==> src/rtl/ads1278_frame_reader.sv <==
// rtl/ads1278_frame_reader.sv - ADS1278 master clock, DRDY detect and TDM frame deserializer
module ads1278_frame_reader #(
  parameter int CLK_DIV  = 4,
  parameter int SCLK_DIV = 4,
  parameter int NUM_CH   = 8,
  parameter int DATA_W   = 24
) (
  input  logic              sys_clk,
  input  logic              sys_rst,
  input  logic              i_enable,
  input  logic              i_ads1278_drdy_n,
  input  logic              i_ads1278_dout,
  output logic              o_ads1278_clk,
  output logic              o_ads1278_sclk,
  output logic [DATA_W-1:0] o_ch_data,
  output logic [2:0]        o_ch_idx,
  output logic              o_ch_valid,
  output logic              o_frame_done,
  output logic              o_busy,
  output logic              o_overrun
);

  localparam int CLK_CW  = $clog2(CLK_DIV + 1);
  localparam int SCLK_CW = $clog2(SCLK_DIV + 1);
  localparam int BIT_CW  = $clog2(DATA_W + 1);

  localparam logic [CLK_CW-1:0]  CLK_LAST  = CLK_CW'(CLK_DIV - 1);
  localparam logic [SCLK_CW-1:0] SCLK_LAST = SCLK_CW'(SCLK_DIV - 1);
  localparam logic [BIT_CW-1:0]  BIT_LAST  = BIT_CW'(DATA_W - 1);
  localparam logic [2:0]         CH_LAST   = 3'(NUM_CH - 1);

  typedef enum logic [1:0] {
    ST_IDLE,
    ST_WAIT_DRDY,
    ST_SHIFT
  } state_t;

  state_t state;
  state_t state_next;

  logic [CLK_CW-1:0]  clk_cnt;
  logic [SCLK_CW-1:0] sclk_cnt;
  logic [BIT_CW-1:0]  bit_cnt;
  logic [2:0]         ch_cnt;
  logic [DATA_W-2:0]  shift_reg;

  logic drdy_meta;
  logic drdy_sync;
  logic drdy_prev;
  logic dout_meta;
  logic dout_sync;

  logic drdy_event;
  logic sclk_tick;
  logic sample;
  logic word_done;
  logic frame_last;

  // The last sample of a word completes it; the incoming bit is the LSB.
  assign drdy_event = drdy_prev & ~drdy_sync;
  assign sclk_tick  = (sclk_cnt == SCLK_LAST);
  assign sample     = (state == ST_SHIFT) && o_ads1278_sclk && sclk_tick;
  assign word_done  = sample && (bit_cnt == BIT_LAST);
  assign frame_last = word_done && (ch_cnt == CH_LAST);

  // Free-running converter master clock, independent of acquisition state.
  always_ff @(posedge sys_clk) begin
    if (sys_rst) begin
      clk_cnt       <= '0;
      o_ads1278_clk <= 1'b0;
    end else if (clk_cnt == CLK_LAST) begin
      clk_cnt       <= '0;
      o_ads1278_clk <= ~o_ads1278_clk;
    end else begin
      clk_cnt <= clk_cnt + 1'b1;
    end
  end

  // Two-stage synchronizers for the asynchronous ADC outputs plus DRDY edge history.
  always_ff @(posedge sys_clk) begin
    if (sys_rst) begin
      drdy_meta <= 1'b1;
      drdy_sync <= 1'b1;
      drdy_prev <= 1'b1;
      dout_meta <= 1'b0;
      dout_sync <= 1'b0;
    end else begin
      drdy_meta <= i_ads1278_drdy_n;
      drdy_sync <= drdy_meta;
      drdy_prev <= drdy_sync;
      dout_meta <= i_ads1278_dout;
      dout_sync <= dout_meta;
    end
  end

  // State register.
  always_ff @(posedge sys_clk) begin
    if (sys_rst) begin
      state <= ST_IDLE;
    end else begin
      state <= state_next;
    end
  end

  // Next-state logic; a frame in progress always runs to completion.
  always_comb begin
    state_next = state;
    o_busy     = 1'b0;
    case (state)
      ST_IDLE: begin
        if (i_enable) state_next = ST_WAIT_DRDY;
      end
      ST_WAIT_DRDY: begin
        if (!i_enable)       state_next = ST_IDLE;
        else if (drdy_event) state_next = ST_SHIFT;
      end
      ST_SHIFT: begin
        o_busy = 1'b1;
        if (frame_last) state_next = i_enable ? ST_WAIT_DRDY : ST_IDLE;
      end
      default: state_next = ST_IDLE;
    endcase
  end

  // Serial clock generation and bit/channel counting while shifting.
  always_ff @(posedge sys_clk) begin
    if (sys_rst || (state != ST_SHIFT)) begin
      sclk_cnt       <= '0;
      o_ads1278_sclk <= 1'b0;
      bit_cnt        <= '0;
      ch_cnt         <= '0;
      shift_reg      <= '0;
    end else begin
      if (sclk_tick) begin
        sclk_cnt       <= '0;
        o_ads1278_sclk <= ~o_ads1278_sclk;
      end else begin
        sclk_cnt <= sclk_cnt + 1'b1;
      end
      if (sample) begin
        shift_reg <= {shift_reg[DATA_W-3:0], dout_sync};
        if (bit_cnt == BIT_LAST) begin
          bit_cnt <= '0;
          ch_cnt  <= (ch_cnt == CH_LAST) ? 3'd0 : ch_cnt + 3'd1;
        end else begin
          bit_cnt <= bit_cnt + 1'b1;
        end
      end
    end
  end

  // Registered word presentation and status strobes.
  always_ff @(posedge sys_clk) begin
    if (sys_rst) begin
      o_ch_data    <= '0;
      o_ch_idx     <= '0;
      o_ch_valid   <= 1'b0;
      o_frame_done <= 1'b0;
      o_overrun    <= 1'b0;
    end else begin
      o_ch_valid   <= word_done;
      o_frame_done <= frame_last;
      o_overrun    <= drdy_event && (state == ST_SHIFT);
      if (word_done) begin
        o_ch_data <= {shift_reg, dout_sync};
        o_ch_idx  <= ch_cnt;
      end
    end
  end

endmodule

==> config.mk <==
export PLATFORM = sky130hd
export DESIGN_NAME = ads1278_frame_reader
export DESIGN_NICKNAME = d
export VERILOG_FILES = /design/src/rtl/ads1278_frame_reader.sv
export SDC_FILE = /design/constraint.sdc
export NUM_CORES = 1
export LEC_CHECK = 0
export CORE_MARGIN = 1.5
export CORE_UTILIZATION = 51
export DETAILED_ROUTE_END_ITERATION = 10
export PLACE_DENSITY = 0.73
export SYNTH_ARGS = -nofsm -noshare
export SYNTH_HDL_FRONTEND = slang
export SYNTH_SLANG_ARGS = --single-unit
==> constraint.sdc <==
create_clock -name sys_clk -period 1.9 [get_ports sys_clk]
set_input_delay 0.38 -clock sys_clk [delete_from_list [all_inputs] [get_ports sys_clk]]
set_output_delay 0.38 -clock sys_clk [all_outputs]
set_load 0.005 [all_outputs]
After elaboration in Yosys (flattened, before gate mapping)

Cells that the tools add are included.

Register bits after elaboration: 76
Bits in latches: 0
RAM bits: 0
Memory bits (read-only): 0
Bits of input ports: 5
Output and inout port bits: 33
Logic and storage cells: 56
Memories: 0

Add/subtract/negate cells: 4
Multipliers: 0
Divide/modulo/power cells: 0
Order comparisons: 0
Equality and inequality tests: 10
Shifts and indexed selects: 0
Mux-type cells: 9
Bitwise operators: 4
Reductions and logical operators: 11

Operator list:

| operator                                            | count |
|---|---|
| adder 3 x 1 -> 3 bit, second input constant         | 3 |
| 2-to-1 mux 2 bit                                    | 4 |
| equality test 3 x 2 -> 1 bit, second input constant | 2 |
| inequality test 2 bit, second input constant        | 3 |
| one-hot mux 2 bit (3 select lines)                  | 1 |
| adder 5 x 1 -> 5 bit, second input constant         | 1 |
| equality test 5 bit, second input constant          | 1 |
| logical AND 1 bit                                   | 5 |
| 2-to-1 mux 5 bit                                    | 1 |
| OR reduction 2 bit                                  | 2 |
| equality test 3 bit, second input constant          | 1 |
| 2-to-1 mux 3 bit                                    | 1 |
| inequality test 3 bit, second input constant        | 1 |
| inverter 1 bit                                      | 3 |
| AND reduction 3 bit                                 | 1 |
| equality test 2 x 1 -> 1 bit, second input constant | 1 |
| equality test 2 bit, second input constant          | 1 |
| logical NOT 2 bit                                   | 1 |
| 2-to-1 mux 1 bit                                    | 2 |
| AND reduction 2 bit                                 | 1 |
| AND 1 bit                                           | 1 |
| logical OR 1 bit                                    | 1 |

Depth between registers and ports, before layout

Gate-level depths: netlist of the first run.

Depth in word-level cells: 7
Mapped depth: 8
Gate-level depth less buffers: 5

Worst setup path after synthesis of the first run

Ideal clock, no wire load.

Path kind: register to register
Start point: register sclk_cnt[0]
End point: register shift_reg[14]
Setup time: 0.119 ns
Arrival time: 1.528 ns
Required time: 1.781 ns
Slack: 0.253 ns
Cell stages (with the launch flop): 8
Buffers on the path: 3
Period minus slack after synthesis: 1.647 ns
Cells stage by stage: dfxtp_1 ha_1 ha_1 buf_4 and4b_1 buf_2 buf_2 o221a_2

Cells in the longest elaborated chain, start to end: 2

RTL lines:

| item                         | line | text |
|---|---|---|
| start: declaration           | 42   | `logic [SCLK_CW-1:0] sclk_cnt;` |
| start signal: assignment     | 138  | `sclk_cnt <= sclk_cnt + 1'b1;` |
| equality test 3 x 2 -> 1 bit | 61   | `assign sclk_tick = (sclk_cnt == SCLK_LAST);` |
| logical AND 1 bit            | 62   | `assign sample = (state == ST_SHIFT) && o_ads1278_sclk && sclk_tick;` |
| end signal: assignment       | 141  | `shift_reg <= {shift_reg[DATA_W-3:0], dout_sync};` |
| end: declaration             | 45   | `logic [DATA_W-2:0] shift_reg;` |

No other way between the ends.
A chain may end at the register's enable or synchronous reset.

Worst setup path after layout of the first run

Start point: register state[1]
End point: output o_busy

Cells in the longest elaborated chain, start to end: 2

RTL lines:

| item                     | line | text |
|---|---|---|
| start: declaration       | 38   | `state_t state;` |
| start signal: assignment | 101  | `state <= state_next;` |
| equality test 2 bit      | 109  | `case (state)` |
| 2-to-1 mux 1 bit         | 109  |  |
| end: declaration         | 19   | `output logic o_busy,` |

No other way between the ends.

==> results.cfg, run 1 <==
[run_status]
status = completed

[synthesis]
yosysWarnings = 0
synth.net_count = 290
ys_types = 30
netlist_area_um2 = 2780
synthSimpleGateAreaFrac_pct = 13.4
ys_seq_elements = 76
synthMuxAreaShare_pct = 0.360
synth_xor_area_share_pct = 0.630
synthAdderAreaFrac_pct = 3.15
syn_avg_cell_area_um2 = 10.0
synthCells = 278
synth_top_family_by_area = compound AO/OA/AOI/OAI gates
ys.flop_type = dfxtp_1
synthArstFlopShare_pct = 0
synth-compound-area-share_pct = 22.7
synth_edf_count = 0
ys_seq_area_share_pct = 54.7

[cts]
clockBufferDepth = 2
cts.clk_slew.worst_paths_ps = 70
cts_max_level = 3
cts.root.buffer_cell = clkbuf_8
hold_buffers = 0
cts_buffers = 9
clkLatencyLatePin_ps = 330
cts_tree = done
cts.sinks = 76

[placement]
place_hpwl_um = 3350
portBuffers = 37
gp_congestion = 0.796

[critical_path]
r2r_cells = 6
start_kind = flop
end_kind = primary output
worstPathRequired_ps = 1520
startpoint = state[1]$_SDFFE_PP0P_
arrival_ps = 1400
slowest_stage = clkdlybuf4s50_1
r2r_start = sclk_cnt[0]$_SDFF_PP0_
critPathKind = reg2out
rrSetupSlack_ps = 200
cpPeakStageDelay_ps = 510
critPathMaxFanout = 6
cp_cell_sequence = nor2b_4 -> clkdlybuf4s50_1
r2r_end = bit_cnt[3]$_SDFFE_PP0N_

[die]
dieArea_um2 = 5910
start_util_pct = 53.8
die_h_um = 76.9
coreArea_um2 = 5170
dieWidth_um = 76.9
rows = 26
io_pins = 38

[route]
drt_pass1_iterations = 4
drt_iter0_drc = 152
routed_wl_um = 5240
viasPerCell = 5.59
post-route-drc-count = 0
ant_nets = 0
wl_per_cell_um = 13.5
vias = 2169

[power_and_ir_drop]
power_leakage_nw = 1.21
power_density_nw_per_um2 = 881
p_total_mw = 3.06
ir_drop_uv = 758

[final_layout]
drive_gt1_share_pct = 19.5
nets = 325
area_growth_pct = 24.9
n_antenna_cell = 0
largest_reg_flops = 24

[global_route]
grt.total_usage_pct = 19.1
gr-total-overflow = 0
grt_pass1_wl_um = 9110
grt_pass1_vias = 1958
antenna_found_initial = 0
grt_max_degree = 41

[hold_path]
hold_depth = 1
whs_endpoint = drdy_sync$_SDFF_PP1_
hp-class = reg2reg
holdCritStartpoint = drdy_meta$_SDFF_PP1_

[timing]
rsz0062_at_grt = false
finalSetupTns_ps = 0
period_needed_ps = 1780
setup_viol = 0
fin_skew_ps = 5.85
layout_worst_path_cycle_share_pct = 93.9
tightest_slew_ps = 445
hold_violations = 0
relSlewSlack_pct = 70.3
timing_max_transition_violations_final = 0
max_freq_mhz = 561

[run]
cap_violations = 0
## area by class of cell
class	instances	area, um2
Fill cell	415	1700
Timing Repair Buffer	52	483
Clock inverter	4	70.1
Multi-Input combinational cell	169	1130
Inverter	5	18.8
Tap cell	70	87.6
Clock buffer	12	165
Sequential cell	76	1520
## repair_timing
| action | 4_1_cts | 5_1_grt |
|---|---|---|
| setup endpoints to repair | 1 | 4 |
| buffers inserted | 0 | 1 |
| resized for setup | 1 | 2 |
## cells in the final DEF, fill, tap and decap left out, types with 2 or more instances in the layout
cell type and instances:
xnor2_1 2, nor2_1 3, nor3_1 4, clkinv_2 2
inv_1 5, bufinv_16 2, nand2_1 6, or2_2 3
or4_1 2, a21oi_1 34, buf_4 15, nor2b_1 3
dfxtp_1 75, clkdlybuf4s50_1 37, o221a_2 24, or3_1 2
nand3_1 29, ha_1 7, clkbuf_8 12, nor3b_1 4
nand4b_1 2, o21ai_0 32
## worst max path at each step
stage	to
CTS	o_busy
finish	o_busy
detailed placement	bit_cnt[3]$_SDFFE_PP0N_
global route	bit_cnt[3]$_SDFFE_PP0N_
floorplan	shift_reg[14]$_SDFFE_PP0N_
global placement	shift_reg[14]$_SDFFE_PP0N_
## cells in the mapped netlist, types with 2 or more instances
library cell	number	share of area, %
clkbuf_1	16	2.2
or4_1	2	0.54
inv_1	5	0.67
nor3b_1	4	1.1
nor2_1	3	0.40
nand3_1	29	5.2
o21ai_0	32	5.8
buf_2	11	2.0
and4b_1	2	0.72
nor2b_1	4	0.90
xnor2_1	2	0.63
nand4b_1	2	0.63
nor3_1	4	0.72
nand2_1	6	0.81
a21oi_1	34	6.1
or2_2	3	0.67
ha_1	7	3.1
o221a_2	24	9.7
or3_1	2	0.45
dfxtp_1	76	55
## critical path: cells and delay by family, from the launching register on
family | cells | cell delay (ps)
DFF | 1 | 380
and+or+nand+nor | 1 | 190
buffers and inverters | 1 | 510
## cell families after synthesis
| group | count (synthesis) |
|---|---|
| AND/OR/NAND/NOR | 65 |
| XOR/XNOR | 2 |
| multiplexers | 1 |
| buffers and inverters | 33 |
| flip-flops | 76 |
| adder cells (fa/ha/maj) | 7 |
| AO/OA/AOI/OAI | 94 |
## routing by layer
| metal | GRT usage [%] | part of all wire (%) | vias to the layer above |
|---|---|---|---|
| met5 | 0 | 0 | - |
| met4 | 8.15 | 1.7 | 0 |
| met3 | 4.17 | 3.4 | 8 |
| met2 | 29.1 | 46 | 37 |
| met1 | 25.9 | 49 | 1031 |
| li1 | - | - | 1093 |
## metrics by stage
| stage | hold slack, ps | cell area [um2] | setup WS, ps | util, % | cells |
|---|---|---|---|---|---|
| after floorplan | 389 | 2780 | 253 | - | 278 |
| after global placement | 399 | 3220 | 228 | 62.3 | 371 |
| after detailed placement | 399 | 3220 | 176 | 62.3 | 371 |
| after CTS | 418 | 3460 | 42.6 | 66.9 | 387 |
| after global routing | 444 | 3470 | 8.41 | 67.2 | 388 |
| final | 417 | 3470 | 116 | 67.2 | 388 |
## power by group
group | internal (mW) | switching, mW | total, mW | leakage (nW)
Combinational | 0.0285 | 0.0242 | 0.0527 | 0.470
Sequential | 1.61 | 0.00812 | 1.61 | 0.614
Clock | 0.843 | 0.550 | 1.39 | 0.122
Total | 2.48 | 0.582 | 3.06 | 1.21
Power figures use the tool's default switching activity.
==> run 2, diff against run 1 <==
--- a/config.mk
+++ b/config.mk
@@ -5,6 +5,7 @@
 export SDC_FILE = /design/constraint.sdc
 export NUM_CORES = 1
 export LEC_CHECK = 0
+export CORE_ASPECT_RATIO = 0.8
 export CORE_MARGIN = 1.5
 export CORE_UTILIZATION = 51
 export DETAILED_ROUTE_END_ITERATION = 10
==> run 2 against run 1 <==
  * The flow now finishes with violations (design-rule violations)
  * Global-route usage is 1.5 points higher
  * Final cell count is 2.3% lower
  * Design area is 0.25% higher
  * Largest cell class unchanged
  * Non-clock buffer count is 1 lower
  * Combinational power is 3% higher
==> results.cfg, run 2 (same netlist as run 1, synthesis figures left out) <==
[run_status]
status = finished, violations left
violations = design-rule violations

[die]
coreArea_um2 = 5120
dieArea_um2 = 5910
die_h_um = 69.1
dieWidth_um = 85.6
io_pins = 38
rows = 23
start_util_pct = 54.3

[placement]
dp_cells = 363
gp_congestion = 0.708
portBuffers = 37
place_hpwl_um = 3420

[route]
drt_pass1_iterations = 8
viasPerCell = 5.76
ant_nets = 0
drt_iter0_drc = 142
vias = 2182
wl_per_cell_um = 14.3
routed_wl_um = 5430
post-route-drc-count = 4

[cts]
cts.root.buffer_cell = clkbuf_8
cts_tree = done
cts.clk_slew.worst_paths_ps = 70
clockBufferDepth = 2
cts.sinks = 76
cts_setup_buffers = 0
cts_buffers = 9
cts_max_level = 3
clkLatencyLatePin_ps = 350

[timing]
period_needed_ps = 1800
finalSetupTns_ps = 0
layout_worst_path_cycle_share_pct = 94.7
setup_viol = 0
hold_violations = 0
rsz0062_at_grt = false
max_freq_mhz = 556
timing_max_transition_violations_final = 0
tightest_slew_ps = 300
relSlewSlack_pct = 80.0
fin_skew_ps = 4.71

[final_layout]
final_common_cell = dfxtp_1
n_antenna_cell = 0
nets = 324
area_growth_pct = 25.2
fillers = 405
layoutNonFillerInstCount = 379
largest_reg_flops = 24
drive_gt1_share_pct = 18.9
layout_common_cells = dfxtp_1 (75), clkdlybuf4s50_1 (37), a21oi_1 (34)

[global_route]
grt_pass1_wl_um = 9570
grt_pass1_vias = 1989
grt_max_degree = 45
grt.total_usage_pct = 20.6
gr-total-overflow = 0
antenna_found_initial = 0

[critical_path]
arrival_ps = 1420
rrSetupSlack_ps = 220
end_kind = primary output
worstPathRequired_ps = 1520
start_kind = flop
critPathKind = reg2out
critPathMaxFanout = 6

[power_and_ir_drop]
ir_drop_uv = 523
power_leakage_nw = 1.20
p_total_mw = 3.08
power_density_nw_per_um2 = 886

[hold_path]
hp-class = reg2reg

[run]
cap_violations = 0
[run 2: changes by cell type in the layout (fill, tap and decap cells not counted)]
cell / before / now
clkbuf_1: 0 / 1
clkinv_2: 2 / 0
buf_4: 15 / 12
clkinvlp_4: 0 / 1
buf_12: 0 / 2
[run 2: area by class of cell]
cell class / instances / area [um2] / area share [%]
clock buffer: 13 / 169 / 4.85
timing repair buffer: 51 / 500 / 14.4
tap: 62 / 77.6 / 2.23
inverter: 5 / 18.8 / 0.539
sequential: 76 / 1520 / 43.7
clock inverter: 3 / 67.6 / 1.94
multi-input combinational: 169 / 1130 / 32.4
[run 2: path summary, 6_finish.rpt]
| path | cells past startpoint | endpoint | startpoint |
|---|---|---|---|
| max | 2 | o_busy | state[0]$_SDFFE_PP0P_ |
| min | 1 | drdy_sync$_SDFF_PP1_ | drdy_meta$_SDFF_PP1_ |
| max reg2reg | 7 | bit_cnt[3]$_SDFFE_PP0N_ | sclk_cnt[0]$_SDFF_PP0_ |
| min reg2reg | 1 | drdy_sync$_SDFF_PP1_ | drdy_meta$_SDFF_PP1_ |
[run 2: power by group]
part           switching, mW  internal, mW
Sequential           0.00815          1.61
Clock                  0.568         0.848
Combinational         0.0258        0.0287
Total                  0.601          2.48
[run 2: what timing repair did]
| action | in CTS | in global routing |
|---|---|---|
| resized for setup | 1 | 2 |
| endpoints found under the hold margin | 0 | 0 |
| pin swaps | 0 | 0 |
| hold buffers | 0 | 0 |
| cloned | 0 | 0 |
| endpoints found under the setup margin | 1 | 1 |
[run 2: metal layers]
| metal | up-vias | track usage (%) | wire length [um] |
|---|---|---|---|
| met4 | 0 | 8.96 | 97 |
| met2 | 56 | 28.6 | 2380 |
| met5 | - | 0 | 0 |
| li1 | 1088 | - | - |
| met1 | 1029 | 29.0 | 2670 |
| met3 | 9 | 6.71 | 282 |
[run 2: worst max-delay path, cell delays in order, from the launching register on]
cell and delay [ps]:
dfxtp_1 390, nor2b_4 160, clkdlybuf4s50_1 520
[run 2: through the flow]
step / cell area (um2) / hold slack, ps / setup slack, ps / utilization, %
after floorplan: 2780 / 389 / 253 / -
after global placement: 3240 / 394 / 259 / 63.2
after detailed placement: 3240 / 407 / 228 / 63.2
after CTS: 3480 / 425 / 9.24 / 67.9
after global routing: 3480 / 435 / 36.1 / 68.0
final: 3480 / 419 / 101 / 68.0
==> run 3, diff against run 2 <==
--- a/config.mk
+++ b/config.mk
@@ -5,11 +5,14 @@
 export SDC_FILE = /design/constraint.sdc
 export NUM_CORES = 1
 export LEC_CHECK = 0
+export CELL_PAD_IN_SITES_DETAIL_PLACEMENT = 1
+export CELL_PAD_IN_SITES_GLOBAL_PLACEMENT = 1
 export CORE_ASPECT_RATIO = 0.8
 export CORE_MARGIN = 1.5
-export CORE_UTILIZATION = 51
+export CORE_UTILIZATION = 41
 export DETAILED_ROUTE_END_ITERATION = 10
-export PLACE_DENSITY = 0.73
+export PLACE_DENSITY = 0.75
+export SLEW_MARGIN = 10
 export SYNTH_ARGS = -nofsm -noshare
 export SYNTH_HDL_FRONTEND = slang
 export SYNTH_SLANG_ARGS = --single-unit
==> constraint.sdc (replaced) <==
create_clock -name sys_clk -period 2 [get_ports sys_clk]
set_input_delay 0.4 -clock sys_clk [delete_from_list [all_inputs] [get_ports sys_clk]]
set_output_delay 0.4 -clock sys_clk [all_outputs]
set_load 0.005 [all_outputs]
==> run 3 against run 2 <==
  * The run now ends clean
  * Setup slack improved by 46 ps
  * Global-route usage decreased by 0.71 points
  * Clock power decreased by 9.9%
  * First-iteration DRC count decreased by 8.5%
  * Register-to-register slack got worse by 60 ps
  * Design area increased by 0.25%
  * Count of clock-buffer cells in the layout decreased by 1
  * Combinational power decreased by 1%
  * Power decreased by 7.0%
  * Via count increased by 3.6%
  * Wire length increased by 22%
==> results.cfg, run 3 (same netlist as run 1, synthesis figures left out) <==
[run_status]
status = completed

[die]
die_h_um = 76.7
coreArea_um2 = 6470
io_pins = 38
dieArea_um2 = 7290
dieWidth_um = 95.1
rows = 26
start_util_pct = 43.0

[run]
cap_violations = 0

[route]
drt_iter0_drc = 130
viasPerCell = 5.65
routed_wl_um = 6620
drt_pass1_iterations = 5
post-route-drc-count = 0
wl_per_cell_um = 16.6
vias = 2260
ant_nets = 0

[placement]
gp_congestion = 0.735
portBuffers = 37
dp_cells = 384
place_hpwl_um = 4250
place_ws_ps = 192
placed_cell_area_um2 = 3270

[global_route]
grt_pass1_vias = 2219
grt_use_met3_pct = 6.45
busiest_layer = met2
use_met1_pct = 26.7
grt_pass1_wl_um = 11200
grt.total_usage_pct = 19.8
gr-total-overflow = 0
antenna_found_initial = 0
grt_max_degree = 30
use_met2_pct = 29.9

[final_layout]
largest_reg_flops = 24
layout_common_cells = dfxtp_1 (75), clkdlybuf4s50_1 (37), a21oi_1 (34)
drive_gt1_share_pct = 18.4
design_area_um2 = 3490
n_antenna_cell = 0
area_growth_pct = 25.6
layoutNonFillerInstCount = 400
nets = 323
fillers = 708
fin_util_pct = 53.9
final_common_cell = dfxtp_1

[timing]
max_freq_mhz = 540
fin_ws_ps = 148
setup_viol = 0
rsz0062_at_grt = false
timing.hold.ws_ps = 443
fin_skew_ps = 6.96
finalSetupTns_ps = 0
period_needed_ps = 1850
timing_max_transition_violations_final = 0
layout_worst_path_cycle_share_pct = 92.6
hold_violations = 0
relSlewSlack_pct = 67.0
tightest_slew_ps = 495

[critical_path]
critPathKind = reg2out
worstPathRequired_ps = 1600
start_kind = flop
arrival_ps = 1450
end_kind = primary output
critPathMaxFanout = 6

[cts]
cts.clk_slew.worst_paths_ps = 80
cts.sinks = 76
clkLatencyLatePin_ps = 340
cts_tree = done
cts.root.buffer_cell = clkbuf_8
cts_buffers = 9
clockBufferDepth = 2
cts_max_level = 3
cts_setup_buffers = 0

[power_and_ir_drop]
power_leakage_nw = 1.19
power_density_nw_per_um2 = 822
p_total_mw = 2.87
ir_drop_uv = 482

[hold_path]
hp-class = reg2reg
[run 3: changes by cell type in the layout (fill, tap and decap cells not counted), sizes merged]
cell,previous run,this run
buf,14,13
clkbuf,13,12
clkinv,0,1
[run 3: worst max-delay path: stages (launching register included)]
cell	delay (ps)
dfxtp_2	380
nor2b_2	210
clkdlybuf4s50_1	520
[run 3: repair_timing]
item                                    in CTS  in global routing
resized for setup                            1                  1
hold buffers                                 0                  0
endpoints found under the setup margin       1                  1
[run 3: worst paths after layout]
| kind | startpoint | slack, ps | cells past startpoint | endpoint |
|---|---|---|---|---|
| max | state[1]$_SDFFE_PP0P_ | 150 | 2 | o_busy |
| max reg2reg | sclk_cnt[0]$_SDFF_PP0_ | 160 | 6 | bit_cnt[0]$_SDFFE_PP0N_ |
| min | sclk_cnt[0]$_SDFF_PP0_ | 440 | 1 | sclk_cnt[0]$_SDFF_PP0_ |
| min reg2reg | sclk_cnt[0]$_SDFF_PP0_ | 440 | 1 | sclk_cnt[0]$_SDFF_PP0_ |
[run 3: final cells by class]
class                           instances  area, um2  share of cell area [%]
Clock inverter                          4       72.6                    2.08
Multi-Input combinational cell        169       1120                    32.1
Timing Repair Buffer                   50        505                    14.5
Tap cell                               84        105                    3.01
Sequential cell                        76       1520                    43.6
Clock buffer                           12        145                    4.16
Inverter                                5       18.8                   0.537
[run 3: power breakdown]
part           total [mW]  internal [mW]  leakage (nW)  switching, mW
registers            1.53           1.53         0.614        0.00871
logic              0.0538         0.0277         0.466         0.0260
clock network        1.28          0.736         0.107          0.545
[run 3: routing by layer]
metal | vias up | wire length [um]
met1 | 1119 | 3280
li1 | 1086 | -
met4 | 0 | 76
met3 | 7 | 266
met2 | 48 | 3000
met5 | - | 0
